<file path="config.mk">
export PLATFORM = sky130hd
export DESIGN_NAME = tech_ff_pipe
export DESIGN_NICKNAME = d
export VERILOG_FILES = /design/src/rtl/tech_ff_pipe.sv
export SDC_FILE = /design/constraint.sdc
export NUM_CORES = 1
export LEC_CHECK = 0
export CORE_ASPECT_RATIO = 0.5
export CORE_MARGIN = 1.5
export CORE_UTILIZATION = 57
export CTS_CLUSTER_DIAMETER = 60
export DETAILED_ROUTE_END_ITERATION = 12
export PLACE_DENSITY_LB_ADDON = 0.3
export SLEW_MARGIN = 10
export SYNTH_ARGS = -nofsm -noshare
export SYNTH_HDL_FRONTEND = slang
export SYNTH_SLANG_ARGS = --single-unit
</file>
<file path="constraint.sdc">
create_clock -name clk -period 3.4 [get_ports clk]
set_input_delay 0.68 -clock clk [delete_from_list [all_inputs] [get_ports clk]]
set_output_delay 0.68 -clock clk [all_outputs]
set_load 0.005 [all_outputs]
</file>
<file path="src/rtl/tech_ff_pipe.sv">
// tech_ff_pipe: WIDTH-bit, DEPTH-stage posedge register pipeline with
// valid/ready flow control, bubble collapsing, flush and occupancy count.
//
// Ports:
//   clk        clock, all state changes on posedge
//   rst        synchronous reset, active-high (overrides flush and transfers)
//   flush      synchronous clear of every valid bit and the count
//   in_valid   d carries a word this cycle
//   in_ready   stage 0 can accept this cycle (combinational, no in_valid term)
//   d          input data
//   out_valid  q carries a word (registered)
//   out_ready  consumer accepts q this cycle
//   q          output data, last stage register
//   count      number of valid stages (registered, 0..DEPTH)

module tech_ff_pipe #(
  parameter int               WIDTH     = 8,
  parameter int               DEPTH     = 4,
  parameter logic [WIDTH-1:0] RESET_VAL = '0,
  parameter int               CW        = $clog2(DEPTH + 1)
) (
  input  logic             clk,
  input  logic             rst,
  input  logic             flush,
  input  logic             in_valid,
  output logic             in_ready,
  input  logic [WIDTH-1:0] d,
  output logic             out_valid,
  input  logic             out_ready,
  output logic [WIDTH-1:0] q,
  output logic [CW-1:0]    count
);

  logic [WIDTH-1:0] r_data [DEPTH];
  logic [DEPTH-1:0] r_vld;
  logic [CW-1:0]    r_count;

  logic [DEPTH-1:0] w_adv;
  logic [DEPTH-1:0] w_up_vld;
  logic [WIDTH-1:0] w_up_data [DEPTH];
  logic             w_push;
  logic             w_pop;

  // A stage may advance unless it and every stage after it hold a word
  // while the consumer stalls. Written as a reduction per stage instead of
  // a ripple so the chain has no self-referencing vector.
  genvar g;
  generate
    for (g = 0; g < DEPTH; g++) begin : g_stage
      assign w_adv[g] = out_ready | ~(&r_vld[DEPTH-1:g]);
      if (g == 0) begin : g_head
        assign w_up_vld[g]  = in_valid;
        assign w_up_data[g] = d;
      end else begin : g_body
        assign w_up_vld[g]  = r_vld[g-1];
        assign w_up_data[g] = r_data[g-1];
      end
    end
  endgenerate

  assign in_ready  = w_adv[0];
  assign out_valid = r_vld[DEPTH-1];
  assign q         = r_data[DEPTH-1];
  assign count     = r_count;

  assign w_push = in_valid & w_adv[0];
  assign w_pop  = r_vld[DEPTH-1] & out_ready;

  always_ff @(posedge clk) begin
    if (rst) begin
      for (int i = 0; i < DEPTH; i++) begin
        r_data[i] <= RESET_VAL;
      end
      r_vld   <= '0;
      r_count <= '0;
    end else if (flush) begin
      // data registers keep their contents; only validity is dropped
      r_vld   <= '0;
      r_count <= '0;
    end else begin
      // data only loads on a real word so bubbles never toggle the flops
      for (int i = 0; i < DEPTH; i++) begin
        if (w_adv[i] && w_up_vld[i]) begin
          r_data[i] <= w_up_data[i];
        end
      end
      r_vld   <= (w_adv & w_up_vld) | (~w_adv & r_vld);
      r_count <= r_count + CW'(w_push) - CW'(w_pop);
    end
  end

endmodule

</file>
==> results.json, run 1 <==
{
  "start_util_pct": 63.8,
  "tightest_slew_ns": 1.11,
  "holdBufCountCts": 0,
  "yosysUniqueCellTypes": 30,
  "die_area_um2": 3440,
  "required_ns": 2.72,
  "area_growth_pct": 19.8,
  "max-clock-path-buffers": 2,
  "slew_headroom_pct": 25.5,
  "path_clk_slew_ns": 0.07,
  "routabilityCongestion": 0.846,
  "fillers": 186,
  "n_antenna_cell": 0,
  "setup_viol": 0,
  "yosys_warnings": 0,
  "hold_violations": 0,
  "p_leak_nw": 0.737,
  "crit_type": "in -> out",
  "dp_hpwl_um": 1830,
  "worstSkewPairLatency_ns": 0.28,
  "rsz0062_at_grt": "false",
  "min_period_ns": 2.72,
  "synthArstFlopShare_pct": 0,
  "globalRoute.totalOverflow": 0,
  "critPathArrivalTime_ns": 2.04,
  "fin_setup_tns_ns": 0,
  "synthCells": 138,
  "first_iter_violations": 59,
  "via_count": 1077,
  "finalWirelength_um": 2590,
  "ant_nets": 0,
  "routed_via_density": 5.33,
  "layout-drive-gt1-share_pct": 12.7,
  "critPathLaunchType": "input pin",
  "grt_max_degree": 20,
  "fin_util_pct": 76.4,
  "final_cell_mix": "edfxtp_1 (32), clkdlybuf4s50_1 (25), nand2_1 (17)",
  "grt_use_total_pct": 17.3,
  "hp-class": "reg -> reg",
  "slew_violations": 0,
  "powerDensity_nw_per_um2": 423,
  "cts_buffers": 5,
  "ir_drop_v": 0.000220,
  "synthFlopType": "edfxtp_1",
  "regArea_um2": 1100,
  "die_h_um": 42.2,
  "cts_tree": "built",
  "dp.cells": 194,
  "syn_nets": 154,
  "grt_antenna_before_repair": 0,
  "fin_nets": 180,
  "fin_crit_sh_pct": 79.9,
  "first_global_vias": 971,
  "finalNonFillerCells": 202,
  "multi_input_area_um2": 532,
  "post_cts_buffers": 0,
  "crit_path_end_kind": "primary output",
  "cts-root-buf": "clkbuf_8",
  "port_buffers": 25,
  "syn_area_um2": 1750,
  "ios": 26,
  "synth-seq-cells": 39,
  "timing.max_cap.violations": 0,
  "synth_edf_count": 32,
  "num_rows": 13,
  "status": "complete, no violations",
  "critPathMaxFanout": 5,
  "cts_sinks": 39,
  "grt_pass1_wl_um": 4310,
  "drt_first_pass_iters": 4,
  "ys_seq_area_share_pct": 62.8,
  "ctsResizeCount": 0,
  "die_x_um": 81.5,
  "fmax_ghz": 0.368,
  "layout_commonest_cell": "edfxtp_1",
  "routedWlPerCell_um": 12.8,
  "core_area_um2": 2750,
  "avgSynthCellArea_um2": 12.7,
  "skew_ns": 0.00361,
  "htree_levels": 2,
  "drc_errors": 0
}
==> final cells by class <==
cell class,instances,area share [%]
repair buffers,30,13.7
multi-input cells,74,25.3
well taps,37,2.20
clock buffers,7,3.63
clock inverters,1,0.238
inverters,14,2.50
flip-flops and latches,39,52.4
==> where the power goes <==
part	switching (mW)	internal, mW
clock network	0.141	0.144
logic	0.0308	0.0324
registers	0.00581	0.536
==> critical path, cell delays in order <==
cell and delay [ns]:
clkdlybuf4s50_1 0.53, and4b_1 0.25, nand2_1 0.08, clkdlybuf4s50_1 0.50
==> metal layers <==
layer | global-route usage (%) | part of all wire [%]
met1 | 22.0 | 49
met2 | 27.1 | 45
met3 | 6.52 | 5.1
met4 | 6.21 | 0.46
met5 | 0 | 0
==> logic make-up after synthesis <==
logic type	Yosys count	share of synthesized area (%)
adder cells (fa/ha/maj)	3	2.57
buffers and inverters	25	6.92
AND/OR/NAND/NOR	53	16.9
XOR/XNOR	1	1.28
AO/OA/AOI/OAI	17	9.56
flip-flops	39	62.8
==> metrics by stage <==
stage	hold slack (ns)	setup WS, ns	area (um^2)	total power, mW
floorplan	0.517	1.03	1750	0.583
global placement	0.536	0.464	2020	0.613
detailed placement	0.541	0.370	2020	0.615
CTS	0.563	0.678	2100	0.895
global route	0.604	0.538	2100	0.924
finish	0.548	0.684	2100	0.890
==> cell usage after synthesis (all sizes together) (2+ instances only) <==
cell type / number / area, um^2
a211oi: 8 / 100
buf: 7 / 53.8
o21ba: 2 / 20.0
clkbuf: 4 / 15.0
nand2: 17 / 63.8
nor4b: 8 / 70.1
nor2: 2 / 7.51
nor3: 16 / 80.1
o31ai: 3 / 22.5
edfxtp: 32 / 961
o21ai: 2 / 10.0
inv: 13 / 48.8
dfxtp: 7 / 140
ha: 2 / 25.0
==> worst paths after layout <==
| path | end | from | slack [ns] | cells past startpoint |
|---|---|---|---|---|
| hold reg to reg | count[2] | count[2] | 0.55 | 2 |
| setup / recovery | in_ready | out_ready | 0.68 | 4 |
| hold / removal | count[2] | count[2] | 0.55 | 2 |
| setup reg to reg | count[2] | register | 1.04 | 9 |
Power figures use the tool's default switching activity.
==> run 2, diff against run 1 <==
--- a/config.mk
+++ b/config.mk
@@ -7,7 +7,7 @@
 export LEC_CHECK = 0
 export CORE_ASPECT_RATIO = 0.5
 export CORE_MARGIN = 1.5
-export CORE_UTILIZATION = 57
+export CORE_UTILIZATION = 48
 export CTS_CLUSTER_DIAMETER = 60
 export DETAILED_ROUTE_END_ITERATION = 12
 export PLACE_DENSITY_LB_ADDON = 0.3
==> constraint.sdc (replaced) <==
create_clock -name clk -period 2.19 [get_ports clk]
set_input_delay 0.438 -clock clk [delete_from_list [all_inputs] [get_ports clk]]
set_output_delay 0.438 -clock clk [all_outputs]
set_load 0.005 [all_outputs]
==> run 2 against run 1 <==
First-iteration DRC count shrank 34%. Count of clock-buffer cells in the layout is the same. Clock power grew 72%. Total power grew 61%. Wire length grew 4.0%. Register-to-register slack lost 0.76 ns. Die area grew 18%. Cell area grew 3.4%. Flip-flop and latch count is the same. Largest power group unchanged.
==> results.json, run 2 (synthesis gave the netlist of run 1 again) <==
{
  "status": "complete, no violations",
  "cts-root-buf": "clkbuf_8",
  "grt_antenna_before_repair": 0,
  "worstSkewPairLatency_ns": 0.29,
  "multi_input_area_um2": 532,
  "routedWlPerCell_um": 12.1,
  "finalWirelength_um": 2690,
  "required_ns": 1.75,
  "skew_ns": 0.00495,
  "setup_viol": 0,
  "path_clk_slew_ns": 0.07,
  "first_iter_violations": 39,
  "timing.max_cap.violations": 0,
  "globalRoute.totalOverflow": 0,
  "routed_via_density": 4.92,
  "final_cell_mix": "edfxtp_1 (32), clkdlybuf4s50_1 (24), nand2_1 (17)",
  "cts_sinks": 39,
  "port_buffers": 25,
  "grt_pass1_wl_um": 4570,
  "holdWs_ns": 0.556,
  "ant_nets": 0,
  "hp-class": "reg -> reg",
  "layout-drive-gt1-share_pct": 16.4,
  "worst_path_largest_cell_delay_ns": 0.45,
  "dp_hpwl_um": 1780,
  "whs_path_depth": 2,
  "drt_first_pass_iters": 4,
  "num_rows": 15,
  "cts_buffers": 5,
  "grt_use_total_pct": 16.1,
  "critPathMaxFanout": 11,
  "p_leak_nw": 0.771,
  "slew_headroom_pct": 56.2,
  "powerDensity_nw_per_um2": 658,
  "fin_crit_sh_pct": 90.8,
  "max-clock-path-buffers": 2,
  "critPathLaunchType": "register",
  "regArea_um2": 1100,
  "drc_errors": 0,
  "min_period_ns": 1.99,
  "crit_path_end_kind": "primary output",
  "layout_commonest_cell": "edfxtp_1",
  "ir_drop_v": 0.000281,
  "critPathArrivalTime_ns": 1.55,
  "slowest_stage": "clkdlybuf4s50_1",
  "grt_max_degree": 31,
  "r2r_slack_ns": 0.28,
  "die_h_um": 45.7,
  "start_util_pct": 50.5,
  "first_global_vias": 954,
  "crit_type": "reg -> out",
  "die_area_um2": 4050,
  "ios": 26,
  "slew_violations": 0,
  "via_count": 1092,
  "worst-path-buf-inv": 2,
  "fmax_ghz": 0.503,
  "fin_util_pct": 62.6,
  "cts_tree": "built",
  "cp_cell_sequence": "buf_4 > and4b_1 > nand2_1 > clkdlybuf4s50_1",
  "routabilityCongestion": 0.768,
  "area_growth_pct": 23.8,
  "rsz0062_at_grt": "false",
  "finalInstanceArea_um2": 2170,
  "die_x_um": 88.5,
  "hold_violations": 0,
  "crit_family": "buffers and inverters",
  "htree_levels": 2,
  "fin_nets": 186,
  "holdBufCountCts": 0,
  "r2r-end": "count[2]",
  "rr_worst_depth": 9,
  "tightest_slew_ns": 0.656,
  "n_antenna_cell": 0,
  "placed_area_um2": 2070,
  "fillers": 269,
  "core_area_um2": 3470
}
-- run 2: changes by cell type in the layout (fill, tap and decap cells not counted), sizes merged --
cell and delta:
buf +6, clkdlybuf4s50 -1, dlygate4sd2 +1
-- run 2: where the power goes --
| part | switching (mW) | internal [mW] |
|---|---|---|
| sequential | 0.00810 | 0.831 |
| clock | 0.235 | 0.254 |
| combinational | 0.0486 | 0.0522 |
-- run 2: timing repair --
| item | CTS | global route |
|---|---|---|
| pin swaps | 0 | 2 |
| endpoints found under the setup margin | 2 | 1 |
| buffers inserted | 1 | 1 |
| resized for setup | 2 | 0 |
-- run 2: worst max path at each step --
| stage | startpoint | endpoint | cells after the start |
|---|---|---|---|
| after floorplan | out_ready | count[2] | 9 |
| after global placement | out_ready | count[2] | 10 |
| after detailed placement | out_ready | count[2] | 10 |
| after CTS | out_ready | count[2] | 10 |
| after global routing | out_ready | count[2] | 10 |
| final | register | in_ready | 4 |
-- run 2: per-stage QoR --
| stage | total power [mW] | setup TNS (ns) | std cells | worst slack, ns |
|---|---|---|---|---|
| floorplan | 0.905 | 0 | 138 | 0.0643 |
| global placement | 0.955 | -0.592 | 212 | -0.402 |
| detailed placement | 0.958 | -0.693 | 212 | -0.453 |
| CTS | 1.44 | 0 | 221 | 0.0969 |
| global route | 1.48 | 0 | 222 | 0.0966 |
| finish | 1.43 | 0 | 222 | 0.202 |
-- run 2: final cells by class --
type / instances / area share [%]
repair buffers: 36 / 15.3
clock buffers: 7 / 3.97
flip-flops and latches: 39 / 50.7
clock inverters: 1 / 0.230
inverters: 14 / 2.42
multi-input cells: 74 / 24.5
well taps: 51 / 2.94
-- run 2: layer usage --
metal | part of all wire [%] | global-route usage (%) | vias to the layer above
li1 | - | - | 561
met1 | 46 | 20.3 | 500
met2 | 47 | 25.0 | 24
met3 | 4.2 | 5.07 | 7
met4 | 2.6 | 9.38 | 0
met5 | 0 | 0 | -
-- run 2: worst register-to-register path: cells and delay by family, from the launching register on --
family,cells,cell delay [ns]
fa+ha+maj,3,0.73
flops,1,0.41
simple gates,2,0.20
xor+xnor,1,0.20
compound gates,1,0.16
buf+inv,2,0.11
==> run 3, diff against run 2 <==
--- a/config.mk
+++ b/config.mk
@@ -11,6 +11,7 @@
 export CTS_CLUSTER_DIAMETER = 60
 export DETAILED_ROUTE_END_ITERATION = 12
 export PLACE_DENSITY_LB_ADDON = 0.3
+export REMOVE_ABC_BUFFERS = 1
 export SLEW_MARGIN = 10
 export SYNTH_ARGS = -nofsm -noshare
 export SYNTH_HDL_FRONTEND = slang
==> run 3 against run 2 <==
Worst hold slack got worse by 0.011 ns. Die area unchanged. Worst setup slack improved by 0.0068 ns. Register-to-register slack about the same. Total power decreased by 3.6%. Critical path depth unchanged. Sequential power about the same. Largest power group unchanged. Sequential share of layout area increased by 0.26 points. Cell area decreased by 0.52%. Global-route usage decreased by 1.6 points. Clock power decreased by 11%.
==> results.json, run 3 (synthesis gave the netlist of run 1 again) <==
{
  "holdWs_ns": 0.545,
  "n_antenna_cell": 0,
  "powerDensity_nw_per_um2": 638,
  "routedWlPerCell_um": 11.6,
  "final_cell_mix": "edfxtp_1 (32), clkdlybuf4s50_1 (24), nand2_1 (17)",
  "path_clk_slew_ns": 0.07,
  "routed_via_density": 4.90,
  "start_util_pct": 50.5,
  "globalRoute.totalOverflow": 0,
  "grt_use_total_pct": 14.5,
  "ant_nets": 0,
  "cp-endpoint": "in_ready",
  "crit_path_end_kind": "primary output",
  "grt_pass1_wl_um": 4060,
  "skew_ns": 0.00464,
  "max-clock-path-buffers": 2,
  "num_rows": 15,
  "critPathLaunchType": "register",
  "cts_sinks": 39,
  "fillers": 282,
  "cts-root-buf": "clkbuf_8",
  "fmax_ghz": 0.505,
  "crit_type": "reg -> out",
  "r2r-end": "count[2]",
  "layout_commonest_cell": "edfxtp_1",
  "port_buffers": 25,
  "grt_antenna_before_repair": 0,
  "layout-drive-gt1-share_pct": 15.2,
  "via_count": 1088,
  "holdBufCountCts": 0,
  "finalWirelength_um": 2570,
  "routabilityCongestion": 0.770,
  "finalInstanceArea_um2": 2160,
  "die_x_um": 88.5,
  "area_growth_pct": 23.2,
  "status": "complete, no violations",
  "setup_viol": 0,
  "fin_nets": 186,
  "finalNonFillerCells": 222,
  "required_ns": 1.75,
  "critPathArrivalTime_ns": 1.54,
  "placed_area_um2": 2070,
  "hold_violations": 0,
  "grt_max_degree": 19,
  "fin_util_pct": 62.2,
  "dp.cells": 213,
  "die_area_um2": 4050,
  "first_global_vias": 853,
  "tightest_slew_ns": 0.668,
  "p_leak_nw": 0.764,
  "fin_crit_sh_pct": 90.5,
  "slew_violations": 0,
  "ir_drop_v": 0.000246,
  "dp_hpwl_um": 1780,
  "min_period_ns": 1.98,
  "first_iter_violations": 47,
  "cts_buffers": 5,
  "cts_tree": "built",
  "worstSkewPairLatency_ns": 0.28,
  "die_h_um": 45.7,
  "r2r_slack_ns": 0.29,
  "drt_first_pass_iters": 4,
  "finalPower_mw": 1.38,
  "rr_worst_depth": 9,
  "slew_headroom_pct": 55.4,
  "critPathMaxFanout": 11,
  "hp-class": "reg -> reg",
  "htree_levels": 2,
  "timing.max_cap.violations": 0,
  "rsz0062_at_grt": "false",
  "ios": 26,
  "drc_errors": 0,
  "core_area_um2": 3470
}
-- run 3: cell count changes in the layout (fill, tap and decap cells not counted) --
cell,delta
clkbuf_8,-1
clkinv_1,+2
clkinv_2,-1
-- run 3: worst max-delay path, stage by stage, from the launching register on --
cell and delay, ns:
dfxtp_1 0.33, buf_4 0.17, and4b_1 0.25, nand2_1 0.07, clkdlybuf4s50_1 0.45
-- run 3: worst min path at each step --
stage                  start  endpoint  slack [ns]  cells past startpoint
floorplan           register  register        0.52                      1
global placement    register  register        0.52                      2
detailed placement  register  register        0.53                      2
CTS                 register  register        0.54                      2
global route        register  register        0.58                      2
finish              register  register        0.54                      2
-- run 3: final cells by class --
type                            count  area [um^2]  share of cell area [%]
Clock buffer                        6         72.6                    3.36
Timing Repair Buffer               36          332                    15.3
Sequential cell                    39         1100                    51.0
Multi-Input combinational cell     74          532                    24.6
Clock inverter                      2         7.51                   0.347
Inverter                           14         52.6                    2.43
Tap cell                           51         63.8                    2.95
-- run 3: power by group --
| part | switching, mW | internal, mW | leakage (nW) |
|---|---|---|---|
| Sequential | 0.00822 | 0.831 | 0.394 |
| Clock | 0.219 | 0.217 | 0.0403 |
| Combinational | 0.0490 | 0.0537 | 0.329 |
-- run 3: through the flow --
stage | setup TNS, ns | setup WS (ns)
finish | 0 | 0.209
global route | 0 | 0.0911
CTS | 0 | 0.0915
detailed placement | -0.687 | -0.452
global placement | -0.547 | -0.389
floorplan | -0.153 | -0.153
-- run 3: metal layers --
metal | track usage (%) | part of all wire (%)
met1 | 18.6 | 51
met2 | 20.9 | 43
met3 | 5.43 | 4.7
met4 | 9.38 | 1.4
met5 | 0 | 0
-- run 3: timing repair --
item                                    CTS  global route
pin swaps                                 0             3
endpoints found under the setup margin    2             1
resized for setup                         2             0
buffers inserted                          1             0
